[src/rtl/ysyx_23060025_icache_refill_pkg.sv]
// Shared AXI/cache-line constants for the icache refill path.
//   SIZE_*     : AXI AxSIZE encodings (bytes per beat)
//   axi_size() : AxSIZE encoding for a beat width in bits
package ysyx_23060025_icache_refill_pkg;

  localparam logic [2:0] SIZE_1B = 3'b000;
  localparam logic [2:0] SIZE_2B = 3'b001;
  localparam logic [2:0] SIZE_4B = 3'b010;
  localparam logic [2:0] SIZE_8B = 3'b011;

  localparam int ICACHE_ADDR_LEN   = 32;
  localparam int ICACHE_DATA_LEN   = 32;
  localparam int ICACHE_LINE_BEATS = 4;

  function automatic logic [2:0] axi_size(input int data_len);
    return 3'($clog2(data_len / 8));
  endfunction

endpackage

[src/rtl/ysyx_23060025_icache_refill.sv]
// Instruction-cache line refill engine.
// Issues one line-aligned INCR burst per miss, gathers beats into a line
// buffer, forwards the critical word as its beat arrives, then pulses the
// completed line to the cache. A flush mid-burst drains and drops the rest.
// Ports:
//   clock, reset (async, active low)
//   miss_req_i/miss_addr_i/miss_ready_o      : miss handshake from the icache
//   flush_i                                   : kill the refill in flight
//   crit_valid_o/crit_data_o                  : critical word bypass
//   refill_valid_o/err_o/addr_o/line_o        : completed line for fill
//   inst_paddr_o/psel_o/plen_o/psize_o        : burst request to AXI ctrl
//   inst_prdata_i/pvalid_i/plast_i            : returned read beats
module ysyx_23060025_icache_refill
  import ysyx_23060025_icache_refill_pkg::*;
#(
  parameter int ADDR_LEN   = ICACHE_ADDR_LEN,
  parameter int DATA_LEN   = ICACHE_DATA_LEN,
  parameter int LINE_BEATS = ICACHE_LINE_BEATS
) (
  input  logic                         clock,
  input  logic                         reset,
  input  logic                         miss_req_i,
  input  logic [ADDR_LEN-1:0]          miss_addr_i,
  output logic                         miss_ready_o,
  input  logic                         flush_i,
  output logic                         crit_valid_o,
  output logic [DATA_LEN-1:0]          crit_data_o,
  output logic                         refill_valid_o,
  output logic                         refill_err_o,
  output logic [ADDR_LEN-1:0]          refill_addr_o,
  output logic [LINE_BEATS*DATA_LEN-1:0] refill_line_o,
  output logic [ADDR_LEN-1:0]          inst_paddr_o,
  output logic                         inst_psel_o,
  output logic [7:0]                   inst_plen_o,
  output logic [2:0]                   inst_psize_o,
  input  logic [DATA_LEN-1:0]          inst_prdata_i,
  input  logic                         inst_pvalid_i,
  input  logic                         inst_plast_i
);

  localparam int OFF_W  = $clog2(DATA_LEN / 8);
  localparam int IDX_W  = $clog2(LINE_BEATS);
  localparam int LINE_W = OFF_W + IDX_W;
  localparam logic [IDX_W:0] CNT_FULL = (IDX_W+1)'(LINE_BEATS);
  localparam logic [IDX_W:0] CNT_LAST = (IDX_W+1)'(LINE_BEATS - 1);
  localparam logic [IDX_W:0] CNT_ONE  = (IDX_W+1)'(1);

  typedef enum logic [1:0] {
    IDLE = 2'd0,
    BUSY = 2'd1,
    RESP = 2'd2
  } state_t;

  state_t state, state_nxt;

  logic [ADDR_LEN-1:0]                 line_addr;
  logic [IDX_W-1:0]                    crit_idx;
  logic [IDX_W:0]                      cnt;
  logic                                kill;
  logic                                err;
  logic [LINE_BEATS-1:0][DATA_LEN-1:0] line_q;

  logic accept, beat, beat_last, cnt_full;
  logic unused_addr;

  assign accept    = (state == IDLE) & miss_req_i;
  assign beat      = (state == BUSY) & inst_pvalid_i;
  assign beat_last = beat & inst_plast_i;
  assign cnt_full  = (cnt == CNT_FULL);

  // Offset bits below the line only feed the critical index.
  assign unused_addr = ^miss_addr_i[LINE_W-1:0];

  always_ff @(posedge clock or negedge reset) begin
    if (!reset) state <= IDLE;
    else        state <= state_nxt;
  end

  always_comb begin
    state_nxt = state;
    case (state)
      IDLE:    if (miss_req_i) state_nxt = BUSY;
      // A burst cannot be cancelled on AXI, so a killed refill waits for
      // the last beat and then skips RESP.
      BUSY:    if (beat_last) state_nxt = (kill | flush_i) ? IDLE : RESP;
      RESP:    state_nxt = IDLE;
      default: state_nxt = IDLE;
    endcase
  end

  always_ff @(posedge clock or negedge reset) begin
    if (!reset) begin
      line_addr <= '0;
      crit_idx  <= '0;
      cnt       <= '0;
      kill      <= 1'b0;
      err       <= 1'b0;
      line_q    <= '0;
    end else begin
      if (accept) begin
        line_addr <= {miss_addr_i[ADDR_LEN-1:LINE_W], {LINE_W{1'b0}}};
        crit_idx  <= miss_addr_i[OFF_W +: IDX_W];
        cnt       <= '0;
        kill      <= 1'b0;
        err       <= 1'b0;
      end
      if (state == BUSY) begin
        if (flush_i) kill <= 1'b1;
        if (inst_pvalid_i) begin
          // Overlong bursts saturate the counter and are never written.
          if (!cnt_full) begin
            line_q[cnt[IDX_W-1:0]] <= inst_prdata_i;
            cnt                    <= cnt + CNT_ONE;
          end
          if (inst_plast_i)  err <= err | (cnt != CNT_LAST);
          else if (cnt_full) err <= 1'b1;
        end
      end
    end
  end

  assign miss_ready_o   = (state == IDLE);
  assign inst_psel_o    = (state == BUSY);
  assign inst_paddr_o   = line_addr;
  assign inst_plen_o    = 8'(LINE_BEATS - 1);
  assign inst_psize_o   = axi_size(DATA_LEN);

  assign crit_valid_o   = beat & (cnt == {1'b0, crit_idx}) & ~kill & ~flush_i;
  assign crit_data_o    = inst_prdata_i;

  assign refill_valid_o = (state == RESP) & ~flush_i;
  assign refill_err_o   = (state == RESP) & err;
  assign refill_addr_o  = line_addr;
  assign refill_line_o  = line_q;

endmodule

[config.mk]
export PLATFORM = sky130hd
export DESIGN_NAME = ysyx_23060025_icache_refill
export DESIGN_NICKNAME = d
export VERILOG_FILES = /design/src/rtl/ysyx_23060025_icache_refill_pkg.sv /design/src/rtl/ysyx_23060025_icache_refill.sv
export SDC_FILE = /design/constraint.sdc
export NUM_CORES = 1
export LEC_CHECK = 0
export CAP_MARGIN = 40
export CORE_UTILIZATION = 43
export CTS_CLUSTER_SIZE = 10
export DETAILED_ROUTE_END_ITERATION = 16
export GPL_ROUTABILITY_DRIVEN = 0
export PLACE_DENSITY = 0.82
export SYNTH_ARGS = -nofsm -noshare
export SYNTH_HDL_FRONTEND = slang
export SYNTH_SLANG_ARGS = --single-unit
[constraint.sdc]
create_clock -name clock -period 2 [get_ports clock]
set_input_delay 0.3 -clock clock [delete_from_list [all_inputs] [get_ports clock]]
set_output_delay 0.3 -clock clock [all_outputs]
set_load 0.005 [all_outputs]
==> out/qor.csv <==
stage,metric,value,unit
outcome,status,completed,
route,drt via density,4.70,
clocking,CTS Root Cell,clkbuf_16,
power,power per cell area,1600,nW/um2
layout,share of layout cells above drive strength 1,24.6,%
clocking,CTS Sinks,165,
global_routing,initial antenna violation count,0,
placement,number of port buffers,288,
logic_synthesis,Synth Instances,523,
layout,multi-input logic area,2510,um2
sta,relative slew slack,64.5,%
power,sequential power share,35.3,%
route,routed via count,4734,
global_routing,largest net degree at the start of global routing,55,
setup_path,CP Cell Sequence,xnor2_1 > nand3_1 > nor4_1 > dlygate4sd1_1,
power,leak pwr,5.11,nW
setup_path,crit path max fanout,6,
die,core area,16600,um2
setup_path,"Arr. time, crit path",1.58,ns
die,starting density of the core,44.1,%
clocking,CTS buffer count,17,
logic_synthesis,cell with the most instances after synthesis,dfrtp_1,
global_routing,first-pass GRT wire length,28100,um
clocking,Worst-path clk slew,0.06,ns
layout,ant diodes,0,
setup_path,Slowest Stage Delay on Critical Path,0.45,ns
clocking,maximum clock path buffer count,2,
route,final wirelength,17500,um
logic_synthesis,Area contributors post-synth,"dfrtp_1 (56%), mux2_4 (18%), buf_4 (8.4%), mux2_2 (5.5%), nand2_1 (5.0%)",
power,Pint,0.0125,W
sta,RSZ-0062 raised after global routing,no,
logic_synthesis,"Seq/Total Area, Yosys",56.3,%
layout,final core utilization,64.9,%
sta,Slew @ Worst Pin,0.533,ns
power,Net Sw Frac,27.2,%
route,DRC,0,
route,post-route ant nets,0,
power,Combinational Power Share,44.2,%
logic_synthesis,Seq cells post-synth,165,
route,DRT iter0 DRCs,118,
sta,# setup viols final,0,
logic_synthesis,Yosys warning total,0,
logic_synthesis,Mapped Avg Cell Area,14.0,um2
setup_path,Top delay family on crit path,flip-flops,
die,die span in y,133,um
setup_path,CP Capture Type,output pin,
sta,Worst Skew,0.00839,ns
layout,Layout fillers,1207,
setup_path,Required @ worst endpoint,1.70,ns
die,die area,17600,um2
route,Routed WL per cell,17.4,um
setup_path,Critical Path Start,cnt[0],
die,num rows,47,
layout,nets,850,
placement,DP Worst Slack,-0.0649,ns
sta,hold_ws,0.410,ns
job,number of max-cap violations,0,
power,Psw,0.00469,W
route,DRT Pass-1 Iters,6,
sta,min cycle time layout,1.88,ns
clocking,H-tree levels,4,
sta,crit share post-route,94.2,%
power,clock group share of total power,20.6,%
setup_path,Crit-path slowest cell,dfrtp_2,
clocking,worst skew pair latency,0.42,ns
layout,Seq. cell area,4130,um2
logic_synthesis,Post-synth EDFFs,0,
global_routing,vias in the first global route,5166,
global_routing,All-Layer GR Usage,20.6,%
logic_synthesis,synthesized cell area,7340,um2
power,maximum vdd drop,830,uV
global_routing,grt total ovfl,0,
logic_synthesis,number of distinct library cells after synthesis,29,
placement,Final HPWL DP,12500,um
layout,area grow syn2layout,47.1,%
setup_path,worst reg2reg startpoint,cnt[1],
die,# IOs,310,
die,Die W,133,um
sta,Final Max Tran Viols,0,
hold_path,hold crit path type,input pin to asynchronous set/reset pin,
logic_synthesis,Synth async-reset ratio,100,%
logic_synthesis,top-area cell type share of the netlist area,56.3,%
logic_synthesis,most common flop cell mapped by yosys,dfrtp_1,
logic_synthesis,"top cells by count, synth","dfrtp_1 (165), nand2_1 (97), mux2_4 (90)",
sta,Final Hold Vio Count,0,
clocking,Post-CTS Setup Bufs,0,
clocking,CTS tree,yes,
setup_path,kind of critical path,flop to output pin,
setup_path,CP Launch Type,flop,
sta,final setup margin,0.115,ns
logic_synthesis,largest area contributor in the netlist,dfrtp_1,
power,Total Power,0.0172,W
sta,final setup TNS,0,ns
setup_path,worst path buffer plus inverter count,1,
sta,maximum clock rate,531,MHz
[power by group through the flow]
stage	clock, W	combinational, W	sequential [W]
2_1_floorplan	0	0.00325	0.00607
3_3_place_gp	0	0.00748	0.00600
3_5_place_dp	0	0.00766	0.00610
4_1_cts	0.00362	0.00770	0.00609
5_1_grt	0.00376	0.00807	0.00629
6_report	0.00354	0.00761	0.00608
[per-layer routing]
| layer | track usage (%) | wire (um) |
|---|---|---|
| met1 | 24.9 | 7310 |
| met2 | 35.9 | 9040 |
| met3 | 4.90 | 876 |
| met4 | 6.83 | 269 |
| met5 | 0 | 0 |
[what timing repair did]
item,4_1_cts,5_1_grt
endpoints found under the setup margin,4,96
pin swaps,0,0
gates resized for setup,4,4
hold buffers,1,0
hold endpoints to repair,47,0
[cells by family after synthesis]
logic type / count (synthesis) / synth area share (%)
AND/OR/NAND/NOR: 112 / 7.07
XOR/XNOR: 2 / 0.239
other: 2 / 0.102
AO/OA/AOI/OAI: 5 / 0.511
adder cells (fa/ha/maj): 5 / 0.852
buffers and inverters: 102 / 10.4
flip-flops: 165 / 56.3
multiplexers: 130 / 24.5
[final timing paths]
kind	endpoint	slack, ns	cells after the start
hold / removal	refill_line_o[58]	0.41	2
max in group asynchronous	refill_line_o[17]	0.93	3
hold reg to reg	state[1]	0.47	1
setup reg to reg	refill_line_o[64]	0.18	6
min in group clock	inst_paddr_o[10]	0.41	3
setup / recovery	crit_valid_o	0.12	4
[layout by cell type, fill, tap and decap left out, types with 2 or more instances in the layout]
| cell type | instances |
|---|---|
| clkdlybuf4s50_1 | 283 |
| dfrtp_1 | 164 |
| nand2_1 | 96 |
| mux2_4 | 90 |
| mux2_2 | 36 |
| conb_1 | 19 |
| clkbuf_16 | 17 |
| buf_4 | 16 |
| buf_12 | 10 |
| ha_1 | 5 |
| clkbuf_8 | 4 |
| bufinv_16 | 4 |
| inv_1 | 3 |
| nand3_4 | 3 |
| clkinv_2 | 3 |
| dlygate4sd2_1 | 3 |
| and3b_1 | 2 |
| mux2i_1 | 2 |
| xnor2_1 | 2 |
| a22o_1 | 2 |
| mux2_1 | 2 |
| clkinv_4 | 2 |
[layout make-up]
class | instances | share of cell area [%]
Clock buffer | 21 | 4.45
Timing Repair Buffer | 315 | 29.7
Multi-Input combinational cell | 273 | 23.3
Tap cell | 220 | 2.55
Sequential cell | 165 | 38.3
Clock inverter | 11 | 1.59
Inverter | 3 | 0.104
[sequential cells by signal, indices dropped and copies added, names as in the netlist]
| register | flops |
|---|---|
| inst_paddr_o | 28 |
| crit_idx | 2 |
| state | 2 |
| refill_line_o | 128 |
| kill | 1 |
| err | 1 |
| cnt | 3 |
[metrics by stage]
| stage | cell area [um2] | cells |
|---|---|---|
| 4_1_cts | 10800 | 1008 |
| 6_report | 10800 | 1008 |
| 3_3_place_gp | 10100 | 975 |
| 5_1_grt | 10800 | 1008 |
| 2_1_floorplan | 7400 | 540 |
| 3_5_place_dp | 10100 | 975 |
(Power assumes the default switching activity.)
